$ cat config.mk
export PLATFORM = sky130hd
export DESIGN_NAME = mem_access_unit_flat
export DESIGN_NICKNAME = d
export VERILOG_FILES = /design/src/rtl/mem_access_unit_if.sv /design/src/rtl/mem_access_unit.sv /design/src/flat_wrapper.sv
export SDC_FILE = /design/constraint.sdc
export NUM_CORES = 1
export LEC_CHECK = 0
export ABC_AREA = 1
export BUFFER_PORTS_ARGS = -buffer_cell sky130_fd_sc_hd__buf_2
export CAP_MARGIN = 5
export CORE_AREA = 3 3 92 94
export DETAILED_ROUTE_END_ITERATION = 7
export DIE_AREA = 0 0 95 97
export GPL_TIMING_DRIVEN = 0
export HOLD_SLACK_MARGIN = 0.08
export PLACE_DENSITY = 0.8
export SLEW_MARGIN = 20
export SYNTH_ARGS = -nofsm -noshare
export SYNTH_HDL_FRONTEND = slang
export SYNTH_SLANG_ARGS = --single-unit
$ cat constraint.sdc
create_clock -name clk -period 3.25 [get_ports clk]
set_clock_uncertainty 0.1 [all_clocks]
set_input_delay 0.4875 -clock clk [delete_from_list [all_inputs] [get_ports clk]]
set_output_delay 0.4875 -clock clk [all_outputs]
set_load 0.02 [all_outputs]
$ cat src/rtl/mem_access_unit_if.sv
// Data-memory request/response bus between the MEM-stage access unit (master)
// and the memory or interconnect (slave).
interface mem_access_unit_if;
    logic        req_valid;
    logic        req_ready;
    logic        req_we;
    logic [31:0] req_addr;
    logic [3:0]  req_be;
    logic [31:0] req_wdata;
    logic        resp_valid;
    logic [31:0] resp_rdata;

    modport master (
        output req_valid, req_we, req_addr, req_be, req_wdata,
        input  req_ready, resp_valid, resp_rdata
    );

    modport slave (
        input  req_valid, req_we, req_addr, req_be, req_wdata,
        output req_ready, resp_valid, resp_rdata
    );
endinterface

$ cat src/rtl/mem_access_unit.sv
// MEM-stage load/store initiator: alignment check, lane steering, bus handshake, load extension.
// Optional store trace enabled by defining MAU_TRACE_EN.
module mem_access_unit #(
    parameter int TIMEOUT_CYCLES = 16,
    parameter int CNT_W          = 5
) (
    input  logic        clk,
    input  logic        reset,
    input  logic        op_valid,
    input  logic [2:0]  op_type,
    input  logic [31:0] op_addr,
    input  logic [31:0] op_wdata,
    input  logic [31:0] op_pc,
    output logic        stall,
    output logic        done,
    output logic [31:0] ld_data,
    output logic        exc_adel,
    output logic        exc_ades,
    output logic        bus_err,
    mem_access_unit_if.master bus
);
    localparam logic [2:0] OP_LW  = 3'd0;
    localparam logic [2:0] OP_LH  = 3'd1;
    localparam logic [2:0] OP_LHU = 3'd2;
    localparam logic [2:0] OP_LB  = 3'd3;
    localparam logic [2:0] OP_LBU = 3'd4;
    localparam logic [2:0] OP_SW  = 3'd5;
    localparam logic [2:0] OP_SH  = 3'd6;
    localparam logic [2:0] OP_SB  = 3'd7;

    localparam logic [CNT_W-1:0] CNT_LAST = CNT_W'(TIMEOUT_CYCLES - 1);

    typedef enum logic [1:0] {S_IDLE, S_REQ, S_WAIT, S_DONE} state_t;

    state_t            state, state_n;
    logic [CNT_W-1:0]  cnt, cnt_n;
    logic [31:0]       ld_data_n;
    logic              exc_adel_n, exc_ades_n, bus_err_n;
    logic [1:0]        size;
    logic              is_store, misaligned, timeout, in_req;
    logic [3:0]        be;
    logic [31:0]       wdata_rep;

    // Access size code: 2 = word, 1 = half, 0 = byte
    function automatic logic [1:0] size_of(input logic [2:0] t);
        case (t)
            OP_LW, OP_SW:         size_of = 2'd2;
            OP_LH, OP_LHU, OP_SH: size_of = 2'd1;
            default:              size_of = 2'd0;
        endcase
    endfunction

    function automatic logic [3:0] be_of(input logic [1:0] sz, input logic [1:0] lo);
        case (sz)
            2'd2:    be_of = 4'b1111;
            2'd1:    be_of = lo[1] ? 4'b1100 : 4'b0011;
            default: be_of = 4'b0001 << lo;
        endcase
    endfunction

    function automatic logic [31:0] replicate(input logic [1:0] sz, input logic [31:0] d);
        case (sz)
            2'd2:    replicate = d;
            2'd1:    replicate = {2{d[15:0]}};
            default: replicate = {4{d[7:0]}};
        endcase
    endfunction

    function automatic logic [31:0] extend_load(input logic [2:0] t, input logic [1:0] lo,
                                                input logic [31:0] w);
        logic signed [7:0]  b;
        logic signed [15:0] h;
        logic signed [31:0] s;
        b = w[{lo, 3'b000} +: 8];
        h = w[{lo[1], 4'b0000} +: 16];
        s = '0;
        extend_load = w;
        case (t)
            OP_LB:   begin s = b; extend_load = s; end
            OP_LH:   begin s = h; extend_load = s; end
            OP_LBU:  extend_load = {24'd0, b};
            OP_LHU:  extend_load = {16'd0, h};
            default: extend_load = w;
        endcase
    endfunction

    assign size       = size_of(op_type);
    assign is_store   = (op_type == OP_SW) || (op_type == OP_SH) || (op_type == OP_SB);
    assign misaligned = ((size == 2'd2) && (op_addr[1:0] != 2'b00)) ||
                        ((size == 2'd1) && op_addr[0]);
    assign be         = be_of(size, op_addr[1:0]);
    assign wdata_rep  = replicate(size, op_wdata);
    // A handshake in the same cycle as the limit is reached still completes the phase
    assign timeout    = (TIMEOUT_CYCLES != 0) && (cnt >= CNT_LAST);

    assign in_req        = (state == S_REQ);
    assign done          = (state == S_DONE);
    assign stall         = op_valid & ~done;
    assign bus.req_valid = in_req;
    assign bus.req_we    = in_req & is_store;
    assign bus.req_addr  = in_req ? {op_addr[31:2], 2'b00} : 32'd0;
    assign bus.req_be    = in_req ? be : 4'd0;
    assign bus.req_wdata = in_req && is_store ? wdata_rep : 32'd0;

    always_comb begin
        state_n    = state;
        cnt_n      = cnt;
        ld_data_n  = 32'd0;
        exc_adel_n = 1'b0;
        exc_ades_n = 1'b0;
        bus_err_n  = 1'b0;
        case (state)
            S_IDLE: begin
                if (op_valid) begin
                    cnt_n = '0;
                    if (misaligned) begin
                        state_n    = S_DONE;
                        exc_ades_n = is_store;
                        exc_adel_n = ~is_store;
                    end else begin
                        state_n = S_REQ;
                    end
                end
            end
            S_REQ: begin
                cnt_n = cnt + 1'b1;
                if (bus.req_ready) begin
                    state_n = is_store ? S_DONE : S_WAIT;
                end else if (timeout) begin
                    state_n   = S_DONE;
                    bus_err_n = 1'b1;
                end
            end
            S_WAIT: begin
                cnt_n = cnt + 1'b1;
                if (bus.resp_valid) begin
                    state_n   = S_DONE;
                    ld_data_n = extend_load(op_type, op_addr[1:0], bus.resp_rdata);
                end else if (timeout) begin
                    state_n   = S_DONE;
                    bus_err_n = 1'b1;
                end
            end
            S_DONE:  state_n = S_IDLE;
            default: state_n = S_IDLE;
        endcase
    end

    // Status and load result are registered on entry to DONE and cleared otherwise
    always_ff @(posedge clk) begin
        if (reset) begin
            state    <= S_IDLE;
            cnt      <= '0;
            ld_data  <= 32'd0;
            exc_adel <= 1'b0;
            exc_ades <= 1'b0;
            bus_err  <= 1'b0;
        end else begin
            state    <= state_n;
            cnt      <= cnt_n;
            ld_data  <= ld_data_n;
            exc_adel <= exc_adel_n;
            exc_ades <= exc_ades_n;
            bus_err  <= bus_err_n;
        end
    end

`ifdef MAU_TRACE_EN
    logic [31:0] merged_word;
    assign merged_word = bus.req_wdata & {{8{bus.req_be[3]}}, {8{bus.req_be[2]}},
                                          {8{bus.req_be[1]}}, {8{bus.req_be[0]}}};

    always_ff @(posedge clk) begin
        if (!reset && in_req && bus.req_ready && bus.req_we)
            $display("%d@%h: *%h <= %h", $time, op_pc, bus.req_addr, merged_word);
    end
`else
    logic unused_pc;
    assign unused_pc = ^op_pc;
`endif

endmodule

$ cat src/flat_wrapper.sv
// flat-port wrapper written by rule: the top's interface ports become plain ports
module mem_access_unit_flat 
#(
    parameter int TIMEOUT_CYCLES = 16,
    parameter int CNT_W          = 5
)
  (clk, reset, op_valid, op_type, op_addr, op_wdata, op_pc, stall, done, ld_data, exc_adel, exc_ades, bus_err, bus_req_valid, bus_req_we, bus_req_addr, bus_req_be, bus_req_wdata, bus_req_ready, bus_resp_valid, bus_resp_rdata);
  mem_access_unit_if bus_i ();
  input  logic clk;
  input  logic reset;
  input  logic op_valid;
  input  logic [2:0] op_type;
  input  logic [31:0] op_addr;
  input  logic [31:0] op_wdata;
  input  logic [31:0] op_pc;
  output logic stall;
  output logic done;
  output logic [31:0] ld_data;
  output logic exc_adel;
  output logic exc_ades;
  output logic bus_err;
  output wire logic [$bits(bus_i.req_valid)-1:0] bus_req_valid;
  output wire logic [$bits(bus_i.req_we)-1:0] bus_req_we;
  output wire logic [$bits(bus_i.req_addr)-1:0] bus_req_addr;
  output wire logic [$bits(bus_i.req_be)-1:0] bus_req_be;
  output wire logic [$bits(bus_i.req_wdata)-1:0] bus_req_wdata;
  input wire logic [$bits(bus_i.req_ready)-1:0] bus_req_ready;
  input wire logic [$bits(bus_i.resp_valid)-1:0] bus_resp_valid;
  input wire logic [$bits(bus_i.resp_rdata)-1:0] bus_resp_rdata;
  assign bus_req_valid = bus_i.req_valid;
  assign bus_req_we = bus_i.req_we;
  assign bus_req_addr = bus_i.req_addr;
  assign bus_req_be = bus_i.req_be;
  assign bus_req_wdata = bus_i.req_wdata;
  assign bus_i.req_ready = bus_req_ready;
  assign bus_i.resp_valid = bus_resp_valid;
  assign bus_i.resp_rdata = bus_resp_rdata;
  mem_access_unit #(.TIMEOUT_CYCLES(TIMEOUT_CYCLES), .CNT_W(CNT_W)) u_core (.clk(clk), .reset(reset), .op_valid(op_valid), .op_type(op_type), .op_addr(op_addr), .op_wdata(op_wdata), .op_pc(op_pc), .stall(stall), .done(done), .ld_data(ld_data), .exc_adel(exc_adel), .exc_ades(exc_ades), .bus_err(bus_err), .bus(bus_i));
endmodule
Yosys cells after proc, flatten, opt, wreduce, memory -nomap -nowiden
Index checks and enable logic that the tools add are counted.
- bits in registers: 42
- bits of input ports: 136
- output and inout port bits: 107
- logic and storage cells: 70
- add/sub/neg operators: 1
- magnitude comparators: 1
- equal/unequal tests: 13
- shift operators: 3
- muxes and demuxes: 21
- bitwise logic cells: 9
- reductions and logical operators: 16
- operators with widths (kind ; count):
    case mux 32 bit (4 select lines) ; 1
    two-way mux 32 bit ; 2
    case mux 32 bit (2 select lines) ; 1
    indexed part select 32 x 6 -> 16 bit ; 1
    indexed part select 32 x 6 -> 8 bit ; 1
    == test 3 bit (second input constant) ; 4
    two-way mux 2 bit ; 5
    case mux 5 bit (2 select lines) ; 1
    two-way mux 4 bit ; 2
    case mux 2 bit (4 select lines) ; 1
    case mux 4 bit (2 select lines) ; 1
    inverter 1 bit ; 7
    == test 2 bit (second input constant) ; 3
    == test 3 x 2 -> 1 bit (second input constant) ; 2
    OR reduction 3 bit ; 2
    adder 5 x 1 -> 5 bit (second input constant) ; 1
    >= comparator 5 x 4 -> 1 bit (second input constant) ; 1
    two-way mux 5 bit ; 1
    == test 2 x 1 -> 1 bit (second input constant) ; 2
    two-way mux 1 bit ; 4
    case mux 2 bit (2 select lines) ; 1
    nonzero test 2 bit ; 2
    OR reduction 2 bit ; 2
    OR reduction 4 bit ; 1
    10 further kinds ; 15

Logic depth before layout (Yosys ltp)
Gate-level depths: netlist of the first run.
- depth in word-level cells: 9
- mapped depth: 11

Least setup slack after synthesis of the first run
OpenSTA, ideal clock, no wires.
- path type: input to output
- from: input port op_type[1]
- to: output port bus_req_wdata[13]
- arrival: 2.257 ns
- required time: 2.662 ns
- slack: 0.406 ns
- stages on the path: 10
- path buffers: 1
- cells stage by stage: nor2_2 -> inv_1 -> nor2_2 -> a21oi_1 -> ha_1 -> clkinv_1 -> clkbuf_1 -> nand2_1 -> a21oi_1 -> nor2_1
- cells in the longest elaborated chain, start to end: 6
- elaborated cells between the ends (all ways): 16
- ends and longest elaborated chain (element ; RTL line ; RTL):
    start: declaration ; flat_wrapper.sv:12 ; input logic [2:0] op_type;
    == test 3 x 1 -> 1 bit, or another cell as far along ; mem_access_unit.sv:46 ; case (t)
    OR reduction 3 bit / OR reduction 2 bit (equally long branches) ; mem_access_unit.sv:46 ;
    case mux 2 bit (2 select lines) ; mem_access_unit.sv:46 ;
    == test 2 x 1 -> 1 bit / == test 2 bit (equally long branches) ; mem_access_unit.sv:62 ; case (sz)
    case mux 32 bit (2 select lines) ; mem_access_unit.sv:62 ;
    two-way mux 32 bit * ; mem_access_unit.sv:103 ; assign bus.req_wdata = in_req && is_store ? wdata_rep : 32'd0;
    end: declaration ; flat_wrapper.sv:26 ; output wire logic [$bits(bus_i.req_wdata)-1:0] bus_req_wdata;
Mark *: on every way between the ends. The rest lies on a longest branch, timed or not.

Worst setup path in the final report of the first run
- from: input port op_type[1]
- to: output port bus_req_be[0]
- cells in the longest elaborated chain, start to end: 6
- elaborated cells between the ends (all ways): 12
- ends and longest elaborated chain (element ; RTL line ; RTL):
    == test 3 x 1 -> 1 bit, or another cell as far along ; mem_access_unit.sv:46 ;
    OR reduction 3 bit / OR reduction 2 bit (equally long branches) ; mem_access_unit.sv:46 ;
    case mux 2 bit (2 select lines) * ; mem_access_unit.sv:46 ;
    == test 2 x 1 -> 1 bit / == test 2 bit (equally long branches) ; mem_access_unit.sv:54 ; case (sz)
    case mux 4 bit (2 select lines) * ; mem_access_unit.sv:54 ;
    two-way mux 4 bit * ; mem_access_unit.sv:102 ; assign bus.req_be = in_req ? be : 4'd0;
    end: declaration ; flat_wrapper.sv:25 ; output wire logic [$bits(bus_i.req_be)-1:0] bus_req_be;
Marked as above.

==> key figures, run 1 <==
Final layout
  • Final core utilization: 0.563
  • Nets@finish: about 880
  • Commonest non-fill, non-tap cells in the layout: buf_2, nand2_1, inv_1
  • Number of fill cells in the layout: between 800 and 900
  • Commonest non-fill, non-tap cell in the layout: buf_2
  • Layout area overhead: 40.6%
  • Register area: about 840 um^2
  • Share of layout cells above drive strength 1: 0.350
  • Multi-input logic area: between 1500 and 2000 um^2

Timing
  • Fmax: between 0.3 and 0.4 GHz
  • Final setup margin: roughly 0.28 ns
  • Final hold violation count: 0
  • Unrepaired setup endpoints after global routing: no
  • Final Critical Period: about 3.0 ns
  • Slew headroom: 0.595
  • Final worst-path cycle share: 0.914
  • Worst slew pin tran: ~0.6 ns
  • Setup violators final: 0
  • Hold_ws: 0.338 ns
  • Setup TNS: 0 ns
  • Pins Over Slew Limit: 0

Global routing
  • First-pass GRT wire length: 17900 um
  • Initial antenna violation count: 0
  • Vias in the first global route: between 3000 and 4000
  • Pin count of the biggest net entering global routing: 14
  • Total gr overflow: 0
  • All-Layer GR Usage: 0.239

Yosys
  • Avg Inst Size Synth: roughly 6 um^2
  • Sequential fraction of the synthesis area: 0.272
  • Register bit total from synthesis: 42
  • Post-Syn Instances: about 520
  • Netlist Area Pre-Place: 3090 um^2
  • Unique masters post-synth: 30
  • Cell accounting for the most synthesized area: dfxtp_1
  • Synth top area share: 0.272
  • Ranking of synthesized cells by area: dfxtp_1, nand2_1, inv_1
  • Syn. warnings: 0

Floorplan
  • Core area: slightly below 8000 um^2
  • Initial Utilization: 0.400
  • Die Ht: about 97 um
  • Die X: between 90 and 100 um
  • DIE AREA: 9220 um^2
  • Placement row count: 32
  • I/O pins: 243

Min path
  • Hold Path Class: in2reg
  • Hold Path Depth: 2

Clock network
  • Post-cts hold buffer count: 0
  • CTS tree: done
  • CTS Sinks: 42
  • Clock buffer count from CTS: 5
  • CTS H-tree depth: 2
  • Clk buf depth: 2
  • Clk Latency, worst-skew pair: around 0.30 ns
  • Setup bufs post-CTS: 0
  • Clk root buf: clkbuf_8
  • Reg clk slew, reported paths: ~0.090 ns

Critical path
  • Crit-path cells: buf_2, nor2_2, inv_1, nor2_2, a21oi_1, ha_1, clkbuf_1, nor2_1, o21ai_0, nand2_1, a21oi_1, buf_2
  • Crit start category: input pin
  • Worst Path Class, Setup: in2out
  • WP data required: approximately 2.7 ns
  • Worst r2r dst: u_core.cnt[2]$_SDFFE_PP0P_
  • Levels on crit path: 12
  • R2R depth: 6
  • Crit path max-delay family: buffers and inverters
  • Critical Path AT: about 2.4 ns
  • Slowest stage cell, crit path: clkbuf_1
  • Critical Path Sink Type: output pin
  • Critical R2R Launch: u_core.state[1]$_SDFFE_PP0P_
  • Slowest stage delay, CP: 0.38 ns
  • Crit-path max FO: 10
  • R2R Setup Slk: ~1.3 ns
  • Critical Path Sink: bus_req_be[0]
  • Crit path from: op_type[1]
  • Worst path buffer plus inverter count: 4

Placed design
  • Port bufs: just over 200
  • Dpl ws: ~0.011 ns
  • GPL Wtd Cong: between 0.9 and 1
  • DP Wirelength: ~9500 um

Pwr
  • P per Cell Area: just over 400 nW/um^2
  • Total power: approximately 1.8 mW
  • Pleak: approximately 2.9 nW
  • Worst vdd ir: ~0.27 mV

Route
  • Post-DRT Antenna Nets: 0
  • Vias per std cell: approximately 5
  • Drt drc: 0
  • Initial DRT Pass Iterations: 5
  • Via count: 4172
  • Post-Route WL: approximately 11000 um
  • Drt wl/cell: 13.6 um
  • DRT iter0 DRCs: approximately 240

Run
  • Max Cap Viol: 0

Outcome
  • Status: complete, no violations
[Yosys cell counts (all sizes together)]
master,n
a221oi,8
buf,15
nand3,25
clkbuf,13
ha,8
inv,105
o211ai,14
dfxtp,42
o22ai,1
a21oi,49
o21ai,36
conb,1
nor2,67
nand2,118
a31oi,1
nand4,3
nor3,9
o21bai,1
clkinv,1
[per-layer routing]
| layer | vias to the layer above | wire length, um | global-route usage |
|---|---|---|---|
| li1 | 2047 | - | - |
| met1 | 1852 | 4370 | 0.292 |
| met2 | 248 | 5550 | 0.419 |
| met3 | 25 | 1200 | 0.0459 |
| met4 | 0 | 257 | 0.0699 |
| met5 | - | 0 | 0 |
[stage by stage]
stage	cell area [um^2]	std cells
finish	4350	835
floorplan	3090	518
global route	4340	834
detailed placement	4260	827
global placement	4260	827
CTS	4350	835
[flip-flops by register name, indices dropped and copies added, names as in the netlist]
name / cells
u_core.bus_err: 1
u_core.cnt: 5
u_core.exc_adel: 1
u_core.exc_ades: 1
u_core.ld_data: 32
u_core.state: 2
[cell families (layout without fill, tap and decap cells)]
group | after synthesis | after routing | synth area share
flops | 42 | 42 | 0.272
compound gates | 110 | 110 | 0.211
other cells | 1 | 3 | 0.00121
simple gates | 222 | 222 | 0.304
fa+ha+maj | 8 | 8 | 0.0324
buf+inv | 134 | 348 | 0.179
[layout make-up]
type,count,area share
Multi-Input combinational cell,342,0.391
Timing Repair Buffer,207,0.238
Sequential cell,42,0.193
Inverter,106,0.0924
Buffer,27,0.0351
Tap cell,102,0.0294
Clock buffer,6,0.0167
Clock inverter,2,0.00317
Antenna cell,1,0.000576
[power breakdown]
group | total (mW) | switching (mW) | internal, mW
logic | 0.891 | 0.594 | 0.297
clock network | 0.351 | 0.199 | 0.152
registers | 0.561 | 0.0202 | 0.541
[worst min path at each step]
stage	startpoint	endpoint	slack, ns
floorplan	u_core.cnt[4]$_SDFFE_PP0P_	u_core.cnt[4]$_SDFFE_PP0P_	0.35
global placement	u_core.cnt[4]$_SDFFE_PP0P_	u_core.cnt[4]$_SDFFE_PP0P_	0.37
detailed placement	u_core.cnt[0]$_SDFFE_PP0P_	u_core.cnt[0]$_SDFFE_PP0P_	0.39
CTS	reset	u_core.cnt[4]$_SDFFE_PP0P_	0.34
global route	reset	u_core.cnt[4]$_SDFFE_PP0P_	0.34
finish	reset	u_core.cnt[4]$_SDFFE_PP0P_	0.34
[what timing repair did]
action | in CTS | in global routing
endpoints found under the setup margin | 1 | 18
gates resized for setup | 1 | 4
pin swaps | 0 | 0
cloned | 0 | 0
(Power assumes the default switching activity.)
==> run 2: changes to the inputs <==
==> constraint.sdc (replaced) <==
create_clock -name clk -period 3.25 [get_ports clk]
set_clock_uncertainty 0.1 [all_clocks]
set_input_delay 0.325 -clock clk [delete_from_list [all_inputs] [get_ports clk]]
set_output_delay 0.325 -clock clk [all_outputs]
set_load 0.02 [all_outputs]
==> run 2 against run 1 <==
Cell area stayed put. Final cell count is 0.12% higher. Worst hold slack lost 0.16 ns. First-iteration DRC count down 3.8%. Combinational power about the same. Worst setup slack improved by 0.051 ns. Global-route usage did not move. Sequential share of layout area did not move. Total power about the same. Via count down 0.43%. Wire length is 0.14% higher.
==> key figures, run 2 (synthesis results as in run 1) <==
Outcome
  • Status: complete, no violations

Floorplan
  • I/O pins: around 240
  • Placement row count: 32
  • Core area: 7730 um^2
  • Die X: between 90 and 100 um
  • Initial Utilization: 0.400
  • Die Ht: 97 um
  • DIE AREA: 9220 um^2

Timing
  • Worst slew pin tran: ~0.6 ns
  • Final setup margin: between 0.3 and 0.4 ns
  • Fmax: 0.343 GHz
  • Final Critical Period: 2.92 ns
  • Setup TNS: 0 ns
  • Setup violators final: 0
  • Pins Over Slew Limit: 0
  • Final hold violation count: 0
  • Unrepaired setup endpoints after global routing: no
  • Final worst-path cycle share: 0.898
  • Slew headroom: 0.595

Global routing
  • All-Layer GR Usage: 0.239
  • First-pass GRT wire length: between 15000 and 20000 um
  • Initial antenna violation count: 0
  • Pin count of the biggest net entering global routing: 14
  • Vias in the first global route: 3925
  • Total gr overflow: 0

Critical path
  • Crit-path max FO: 10
  • Critical Path Sink Type: output pin
  • Slowest stage delay, CP: between 0.3 and 0.4 ns
  • Crit path max-delay family: buffers and inverters
  • Crit-path cells: buf_2, nor2_2, inv_1, nor2_2, a21oi_1, ha_1, clkinv_1, clkbuf_1, nand2_1, a21oi_1, nor2_1, buf_2
  • WP data required: roughly 2.8 ns
  • Worst Path Class, Setup: in2out
  • Worst path buffer plus inverter count: 5
  • Crit start category: input pin
  • Slowest stage cell, crit path: clkbuf_1
  • Critical Path AT: 2.49 ns

Clock network
  • Reg clk slew, reported paths: ~0.090 ns
  • CTS Sinks: 42
  • CTS H-tree depth: 2
  • Clk root buf: clkbuf_8
  • Clk buf depth: 2
  • Clk Latency, worst-skew pair: 0.30 ns
  • CTS tree: done
  • Clock buffer count from CTS: 5
  • Setup bufs post-CTS: 0
  • Post-CTS sizing: 0
  • Post-cts hold buffer count: 0

Final layout
  • Nets@finish: 876
  • Largest Register: u_core.ld_data
  • Commonest non-fill, non-tap cells in the layout: buf_2, nand2_1, inv_1
  • Max FFs per register: 32
  • Share of layout cells above drive strength 1: 0.345
  • Final core utilization: 0.563
  • Commonest non-fill, non-tap cell in the layout: buf_2
  • Layout area overhead: 40.6%
  • Number of fill cells in the layout: roughly 800
  • Regs by FF count: u_core.ld_data x32, u_core.cnt x5, u_core.state x2

Pwr
  • Combinational power share: 0.495
  • Pleak: 2.86 nW
  • Seq pwr share: 0.311
  • P per Cell Area: a little over 400 nW/um^2
  • Worst vdd ir: between 0.2 and 0.3 mV
  • Switch Pwr: just over 800 uW
  • Total power: 1.80 mW
  • Clock power frac: 0.194
  • Switching part of the total: 0.451
  • Int Pwr: roughly 990 uW

Route
  • Met3 wire length: between 1000 and 1500 um
  • DRT iter0 DRCs: 230
  • DR top layer: met4
  • Drt drc: 0
  • Post-Route WL: 11400 um
  • Initial DRT Pass Iterations: 6
  • Via count: 4154
  • Drt wl/cell: between 10 and 15 um
  • Vias per std cell: 4.97
  • Metal2 WL: between 5000 and 6000 um
  • Post-DRT Antenna Nets: 0
  • Wl on met1: 4440 um

Placed design
  • Port bufs: 207
  • Dpl ws: around 0.34 ns
  • DP Wirelength: around 9500 um
  • GPL Wtd Cong: 0.943

Run
  • Max Cap Viol: 0

Min path
  • Hold Path Class: in2reg
-- run 2: power by group through the flow --
stage / Combinational, mW / Clock [mW] / Sequential [mW]
floorplan: 0.577 / 0 / 0.584
global placement: 0.867 / 0 / 0.571
detailed placement: 0.887 / 0 / 0.573
CTS: 0.892 / 0.354 / 0.561
global route: 0.988 / 0.370 / 0.564
finish: 0.892 / 0.350 / 0.561
-- run 2: cell type report --
type | count | area (um^2) | share of cell area
Multi-Input combinational cell | 342 | 1700 | 0.391
Timing Repair Buffer | 207 | 1040 | 0.238
Sequential cell | 42 | 841 | 0.193
Inverter | 106 | 400 | 0.0921
Buffer | 28 | 154 | 0.0354
Tap cell | 102 | 128 | 0.0294
Clock buffer | 6 | 72.6 | 0.0167
Clock inverter | 2 | 13.8 | 0.00317
Antenna cell | 1 | 2.50 | 0.000576
-- run 2: final timing paths --
check / start / endpoint / slack, ns / cells past startpoint
setup reg to reg: u_core.state[1]$_SDFFE_PP0P_ / u_core.cnt[2]$_SDFFE_PP0P_ / 1.24 / 6
hold reg to reg: u_core.cnt[4]$_SDFFE_PP0P_ / u_core.cnt[4]$_SDFFE_PP0P_ / 0.41 / 2
setup / recovery: op_type[1] / bus_req_wdata[24] / 0.33 / 12
hold / removal: reset / u_core.cnt[4]$_SDFFE_PP0P_ / 0.18 / 2
-- run 2: metrics by stage --
stage / std cells / cell area [um^2] / hold slack (ns)
2_1_floorplan: 518 / 3090 / 0.294
3_3_place_gp: 827 / 4260 / 0.367
3_5_place_dp: 827 / 4260 / 0.393
4_1_cts: 835 / 4340 / 0.176
5_1_grt: 835 / 4340 / 0.174
6_report: 836 / 4350 / 0.176
-- run 2: per-layer routing --
layer	track usage	vias up
li1	-	2049
met1	0.292	1840
met2	0.419	242
met3	0.0459	23
met4	0.0699	0
met5	0	-
